`config.mk`:
```
export PLATFORM = sky130hd
export DESIGN_NAME = cim_tile_responder
export DESIGN_NICKNAME = d
export VERILOG_FILES = /design/src/rtl/cim_tile_responder.sv
export SDC_FILE = /design/constraint.sdc
export NUM_CORES = 2
export LEC_CHECK = 0
export CAP_MARGIN = 20
export CORE_AREA = 2 2 302 304
export CTS_CLUSTER_SIZE = 24
export DETAILED_ROUTE_END_ITERATION = 12
export DIE_AREA = 0 0 304 306
export PLACE_DENSITY_LB_ADDON = 0.15
export SLEW_MARGIN = 30
export SYNTH_ARGS = -nofsm -noshare
export SYNTH_HDL_FRONTEND = slang
export SYNTH_SLANG_ARGS = --single-unit
```
`constraint.sdc`:
```
create_clock -name clk -period 3.58 [get_ports clk]
set_input_delay 0.716 -clock clk [delete_from_list [all_inputs] [get_ports clk]]
set_output_delay 0.716 -clock clk [all_outputs]
set_load 0.02 [all_outputs]
```
`src/rtl/cim_tile_responder.sv`:
```
`timescale 1ns/1ps
// Behavioural CIM crossbar-tile stand-in: row writes, serial even/odd MAC scan, saturated column reads.
// Optional macro CIM_TILE_OP_COUNT_EN adds a 16-bit completed-compute counter output o_op_count.
module cim_tile_responder #(
    parameter int datatype_size = 2,
    parameter int xbar_size     = 512,
    parameter int extra_latency = 4
) (
    input  logic                         clk,
    input  logic                         rst,
    input  logic                         i_cim_we,
    input  logic [$clog2(xbar_size)-1:0] i_cim_wr_addr,
    input  logic [datatype_size-1:0]     i_cim_data,
    input  logic                         i_cim_start,
    output logic                         o_cim_busy,
    input  logic [$clog2(xbar_size)-1:0] i_cim_rd_addr,
    output logic [datatype_size-1:0]     o_cim_rd_data
`ifdef CIM_TILE_OP_COUNT_EN
    ,
    output logic [15:0]                  o_op_count
`endif
);
    localparam int AW    = $clog2(xbar_size);
    localparam int ACC_W = datatype_size + AW;
    localparam int LW    = (extra_latency > 1) ? $clog2(extra_latency) : 1;

    localparam logic [datatype_size-1:0] DMAX      = '1;
    localparam logic [AW-1:0]            CNT_LAST  = '1;
    localparam logic [LW-1:0]            WAIT_LAST = LW'((extra_latency > 0) ? extra_latency - 1 : 0);

    typedef enum logic [1:0] {IDLE, SCAN, WAIT, DONE} state_t;

    state_t                   r_state;
    logic                     r_busy;
    logic [AW-1:0]            r_cnt;
    logic [LW-1:0]            r_wait;
    logic [ACC_W-1:0]         r_acc_even;
    logic [ACC_W-1:0]         r_acc_odd;
    logic [datatype_size-1:0] r_res_even;
    logic [datatype_size-1:0] r_res_odd;
    logic [datatype_size-1:0] r_rd_data;
    logic [datatype_size-1:0] r_row_buf [xbar_size];

    logic [ACC_W-1:0]         w_row_ext;
    logic [datatype_size-1:0] w_sat_even;
    logic [datatype_size-1:0] w_sat_odd;

    // Weight pattern w(r,c)=1 iff parities match: every even column sees the even-row sum.
    assign w_row_ext  = {{AW{1'b0}}, r_row_buf[r_cnt]};
    assign w_sat_even = (r_acc_even > {{AW{1'b0}}, DMAX}) ? DMAX : r_acc_even[datatype_size-1:0];
    assign w_sat_odd  = (r_acc_odd  > {{AW{1'b0}}, DMAX}) ? DMAX : r_acc_odd[datatype_size-1:0];

    // Writes only land while idle; a write coincident with start is seen by the scan.
    always_ff @(posedge clk or negedge rst) begin
        if (!rst) begin
            for (int i = 0; i < xbar_size; i++) begin
                r_row_buf[i] <= '0;
            end
        end else if (r_state == IDLE && i_cim_we) begin
            r_row_buf[i_cim_wr_addr] <= i_cim_data;
        end
    end

    always_ff @(posedge clk or negedge rst) begin
        if (!rst) begin
            r_state    <= IDLE;
            r_busy     <= 1'b0;
            r_cnt      <= '0;
            r_wait     <= '0;
            r_acc_even <= '0;
            r_acc_odd  <= '0;
            r_res_even <= '0;
            r_res_odd  <= '0;
        end else begin
            case (r_state)
                IDLE: begin
                    if (i_cim_start) begin
                        r_acc_even <= '0;
                        r_acc_odd  <= '0;
                        r_cnt      <= '0;
                        r_busy     <= 1'b1;
                        r_state    <= SCAN;
                    end
                end
                SCAN: begin
                    if (r_cnt[0]) begin
                        r_acc_odd <= r_acc_odd + w_row_ext;
                    end else begin
                        r_acc_even <= r_acc_even + w_row_ext;
                    end
                    r_cnt <= r_cnt + 1'b1;
                    if (r_cnt == CNT_LAST) begin
                        r_wait  <= '0;
                        r_state <= (extra_latency > 0) ? WAIT : DONE;
                    end
                end
                WAIT: begin
                    if (r_wait == WAIT_LAST) begin
                        r_state <= DONE;
                    end else begin
                        r_wait <= r_wait + 1'b1;
                    end
                end
                DONE: begin
                    r_res_even <= w_sat_even;
                    r_res_odd  <= w_sat_odd;
                    r_busy     <= 1'b0;
                    r_state    <= IDLE;
                end
                default: begin
                    r_busy  <= 1'b0;
                    r_state <= IDLE;
                end
            endcase
        end
    end

    always_ff @(posedge clk or negedge rst) begin
        if (!rst) begin
            r_rd_data <= '0;
        end else begin
            r_rd_data <= i_cim_rd_addr[0] ? r_res_odd : r_res_even;
        end
    end

    assign o_cim_busy    = r_busy;
    assign o_cim_rd_data = r_rd_data;

`ifdef CIM_TILE_OP_COUNT_EN
    logic [15:0] r_op_count;

    always_ff @(posedge clk or negedge rst) begin
        if (!rst) begin
            r_op_count <= '0;
        end else if (r_state == DONE) begin
            r_op_count <= r_op_count + 16'd1;
        end
    end

    assign o_op_count = r_op_count;
`endif

endmodule

```
Word-level counts from Yosys, hierarchy flattened
Cells that the tools add are included.

$add $sub $neg: 4. $mul: 0. Divide/modulo/power cells: 0. Order comparisons: 5. Equality and inequality tests: 11. Shift operators: 0. Mux-type cells: 25. Bitwise operators: 2. Reductions and logical operators: 12.

Operators by type and width (number): $bwmux W1024 (1); $pmux W11 S2 (2); $mux W11 (3); $add A11 B2 Y11 (2); $gt A11 B2 Y1 const B (2); $mux W2 (11); $ge A10 B10 Y1 const B (2); $not A9 Y10 (2); $bmux W2 S9 (1); $demux W2 S9 (1); $pmux W9 S2 (1); $ne A2 B2 Y1 const B (6); $reduce_and A3 Y1 (4); $lt A10 B1 Y1 const B (1); $add A9 B1 Y9 const B (1); $eq A9 B9 Y1 const B (1); $mux W9 (1); $pmux W2 S4 (1); $eq A2 B2 Y1 const B (3); $reduce_bool A2 Y1 (3); $pmux W2 S2 (1); $reduce_and A2 Y1 (2); $add A2 B1 Y2 const B (1); $eq A2 B1 Y1 const B (1); other kinds (4) (5).

Bits in registers: 1066. Bits in latches: 0. Memory bits (writable): 0. Memory bits (read-only): 0. Input bits: 24. Logic and storage cells: 580. Memories: 0.

Logic depth before layout (Yosys ltp)
Depth after elaboration: 7. Mapped depth: 20. Mapped depth without buffers: 15.

Worst setup path after synthesis
Ideal clock, no wire load.

Path type: register to register. From: reg r_cnt[0]. To: reg r_acc_even[10]. Setup time: 0.135 ns. Arrival: 3.624 ns. Data required time: 3.445 ns. Setup slack: -0.179 ns. Cell stages (with the launch flop): 18. Path buffers: 4. Clock period less this slack: 3.759 ns. Path through: dfrtp_1 > buf_6 > buf_12 > buf_12 > buf_6 > mux4_2 > a2111oi_0 > o21ai_0 > a31oi_1 > a2bb2oi_1 > ha_1 > fa_1 > and3_1 > and3_1 > and3_1 > nand3_1 > xor2_1 > o21ai_0.

Word-level cells in the longest chain between the ends: 7.

RTL lines: start, declared (RTL line 35) `logic [AW-1:0] r_cnt;`; start signal, assigned (RTL line 91) `r_cnt <= r_cnt + 1'b1;`; $not A9 Y10 (not written as such) (RTL line 49) `assign w_row_ext = {{AW{1'b0}}, r_row_buf[r_cnt]};`; $bmux W2 S9 (RTL line 49); $mux W2 (not written as such) (2 in a row) (RTL line 49); $add A11 B2 Y11 (RTL line 89) `r_acc_even <= r_acc_even + w_row_ext;`; $mux W11 (RTL line 86) `if (r_cnt[0]) begin`; $pmux W11 S2 (RTL line 75) `case (r_state)`; end signal, assigned (RTL line 89); end, declared (RTL line 37) `logic [ACC_W-1:0] r_acc_even;`.

Several ways; a longest one is shown, not always the timed one. The select of a mux whose other input is x is not followed. A chain may end at the register's enable or synchronous reset.

Worst setup path in the final report
From: reg r_cnt[0]. To: reg r_acc_even[8].

Same word-level chain as after synthesis.

==> run_results.csv <==
group,metric,value,unit
place,pre_cts_slack,-1.21,ns
floorplanning,start_util,57.6,%
routing,totalWireLength,156,mm
routing,routed-via-count,34800,
grt,overflow,0,
setup_path,crit_required,4.17,ns
outcome,violations,"negative setup slack",
synthesis,synth_ff_type,"dfrtp_1",
routing,wl_per_cell,29.1,um
routing,first_pass_iters,6,
power,ir_drop,0.000429,V
min_path,hold_class,"in -> async",
setup_path,cp_slowest_stage_delay,0.54,ns
synthesis,synth.avg_cell_area,13.3,um^2
clock_network,htree_levels,3,
floorplanning,die_area,0.0930,mm^2
floorplanning,ioPinCount,27,
sta,slew_violations,0,
power,p_switching,10.5,mW
routing,drc,0,
power,intPower,24.3,mW
clock_network,cts_root_buf,"clkbuf_16",
clock_network,clk_latency,0.72,ns
final_layout,multi_input_area,0.0238,mm^2
synthesis,yosysUniqueCellTypes,70,
synthesis,synth-seq-cells,1066,
sta,clock_skew,0.0274,ns
setup_path,worstPathArrival,4.89,ns
routing,m1WireLength,62.2,mm
setup_path,critPathLaunchType,"flop",
synthesis,syn-cell-area,0.0516,mm^2
floorplanning,die_w,304,um
place,hpwl,100,mm
power,p_leak,28.4,nW
power,power_density,578,mW/mm^2
setup_path,critPathSlowestCell,"dfrtp_4",
power,p_seq_share,36.7,%
synthesis,yosysWarnings,0,
power,p_clk_share,35.3,%
sta,setup_viol,20,
routing,vias_per_cell,6.49,
place,routabilityCongestion,0.894,
clock_network,ctsLongestPathBuffers,3,
routing,dr_wl_met3,12.9,mm
sta,period_share,120,%
setup_path,cp_top_family,"compound AO/OA/AOI/OAI gates",
sta,rsz0062_at_grt,"true",
synthesis,synthArstFlopShare,100,%
grt,antenna_found_initial,2,
grt,grtUsageTotal,33.9,%
place,place_area,0.0553,mm^2
floorplanning,core_area,0.0896,mm^2
setup_path,path_class,"reg -> reg",
setup_path,crit_path_end_kind,"flop",
synthesis,synth_nets,3903,
sta,maxSlewHeadroom,45.5,%
final_layout,final_cell_mix,"dfrtp_1 (1061), mux2_2 (1033), nor2_1 (412)",
final_layout,fin_nets,4136,
power,switching_share,30.1,%
setup_path,crit_chain,"buf_6 -> buf_16 -> buf_12 -> buf_8 -> mux2i_2 -> a221oi_2 -> a21oi_1 -> o21a_1 -> o41ai_4 -> o311ai_4 -> a32oi_4 -> buf_6 -> fa_2 -> and3_4 -> and3_4 -> and3_4 -> buf_6 -> nor2_1 -> o21ai_1 -> o21ai_1",
power,p_comb_share,28.0,%
synthesis,synth-edff-count,0,
routing,top_layer_used,"met4",
final_layout,final_common_cell,"dfrtp_1",
floorplanning,die_y,306,um
outcome,run_status,"finished with violations",
setup_path,r2r_slack,-0.72,ns
floorplanning,rows,110,
synthesis,syn_inst,3866,
sta,worstMarginPinSlew,0.817,ns
setup_path,path_max_fanout,8,
final_layout,drive_gt1_share,46.0,%
routing,drtIter0Drc,3295,
synthesis,synth.area.top_cells,"dfrtp_1 (52%), mux2_2 (23%), mux4_2 (7.4%)",
place,io_buffers,18,
synthesis,synth_top_cell_by_area,"dfrtp_1",
sta,fin_crit,4.30,ns
sta,finalWorstSetupSlack,-0.719,ns
power,finalPower,34.8,mW
clock_network,cts_tree,"built",
grt,grt_pass1_wl,237,mm
clock_network,path_clk_slew,0.06,ns
routing,ant_nets,0,
grt,grt_max_degree,129,
sta,timing_hold_violations_final,0,
final_layout,fill_cells,6252,
sta,fmax,233,MHz
final_layout,regArea,0.0267,mm^2
synthesis,yosysTopAreaCellShare,51.7,%
clock_network,cts_num_sinks,1066,
synthesis,seq_area_frac_synth,51.7,%
final_layout,final_area,0.0603,mm^2
flow_run,max_cap_violations,0,
setup_path,crit_buf_inv,6,
grt,grt_pass1_vias,37300,
clock_network,cts_buffers,112,
final_layout,syn_to_final_growth,16.9,%
routing,met2WireLength,71.8,mm
==> registers in the layout, summed over array words and instances, names as in the netlist <==
name,flops
r_acc_even,11
r_wait,2
o_cim_busy,1
r_row_buf,1024
r_cnt,9
r_res_even,2
r_state,2
r_acc_odd,11
o_cim_rd_data,2
r_res_odd,2
==> routing by layer <==
metal  vias to the layer above  GRT usage, %
li1                      14500             -
met1                     18300          45.0
met2                      1513          52.8
met3                       464          7.44
met4                         0          18.0
met5                         -             0
==> Yosys cell counts, types with 23 or more instances <==
master    count
mux2i_1     138
mux4_2      170
o221ai_1     23
buf_2        32
a21oi_1      50
nand3_1      31
dfrtp_1    1066
nand2_1     271
clkbuf_1    210
nor2_1      417
a221oi_1     23
a22oi_1      36
mux2_2     1035
mux4_1       32
o21ai_0      59
==> cells by family (layout without fill, tap and decap cells) <==
kind of cell / after synthesis / in the layout / share of synthesized area, %
xor gates and xnor gates: 12 / 12 / 0.204
buffers and inverters: 312 / 636 / 3.18
DFF: 1066 / 1066 / 51.7
and+or+nand+nor: 816 / 816 / 6.52
other: 0 / 2 / 0
AOI/OAI and AO/OA: 272 / 272 / 3.69
adders and majority gates: 13 / 13 / 0.345
muxes: 1375 / 1375 / 34.3
==> what timing repair did <==
item / in CTS / in global routing
setup buffers: 41 / 8
setup endpoints to repair: 22 / 21
endpoints found under the hold margin: 0 / 0
cloned: 4 / 0
hold buffers: 0 / 0
pin swaps: 52 / 24
gates resized for setup: 114 / 25
==> through the flow <==
step	hold WS [ns]	util (%)	cells	TNS, ns
after floorplan	0.420	-	3866	-0.0125
after global placement	0.481	61.7	5113	-18.68
after detailed placement	0.487	61.7	5113	-17.76
after CTS	0.0246	67.1	5359	-8.62
after global routing	0.0273	67.3	5366	-13.39
final	0.00549	67.3	5368	-11.29
==> worst paths after layout <==
path / from / endpoint / cells past startpoint
worst max-delay path: r_cnt[0]$_DFFE_PN0P_ / r_acc_even[8]$_DFFE_PN0P_ / 20
worst min-delay path: rst / r_row_buf[679]$_DFFE_PN0P_ / 1
worst max register to register: r_cnt[0]$_DFFE_PN0P_ / r_acc_even[8]$_DFFE_PN0P_ / 20
worst min register to register: r_row_buf[317]$_DFFE_PN0P_ / r_row_buf[317]$_DFFE_PN0P_ / 1
max in group asynchronous: rst / r_row_buf[525]$_DFFE_PN0P_ / 2
min in group clk: r_row_buf[317]$_DFFE_PN0P_ / r_row_buf[317]$_DFFE_PN0P_ / 1
==> power groups by stage <==
stage / Sequential, mW / Combinational [mW] / Clock, mW
6_report: 12.8 / 9.75 / 12.3
5_1_grt: 12.8 / 10.1 / 12.9
4_1_cts: 12.8 / 9.52 / 12.4
3_5_place_dp: 13.0 / 8.28 / 0
3_3_place_gp: 13.0 / 8.15 / 0
2_1_floorplan: 12.8 / 4.94 / 0
==> area by class of cell <==
cell class              instances  share of cell area, %
diodes                          2                0.00830
clock buffers                 156                   5.32
clock inverters                49                   1.11
inverters                       8                 0.0498
multi-input cells            2488                   39.5
flip-flops and latches       1066                   44.3
well taps                    1176                   2.44
repair buffers                423                   7.28
(Power assumes the default switching activity.)
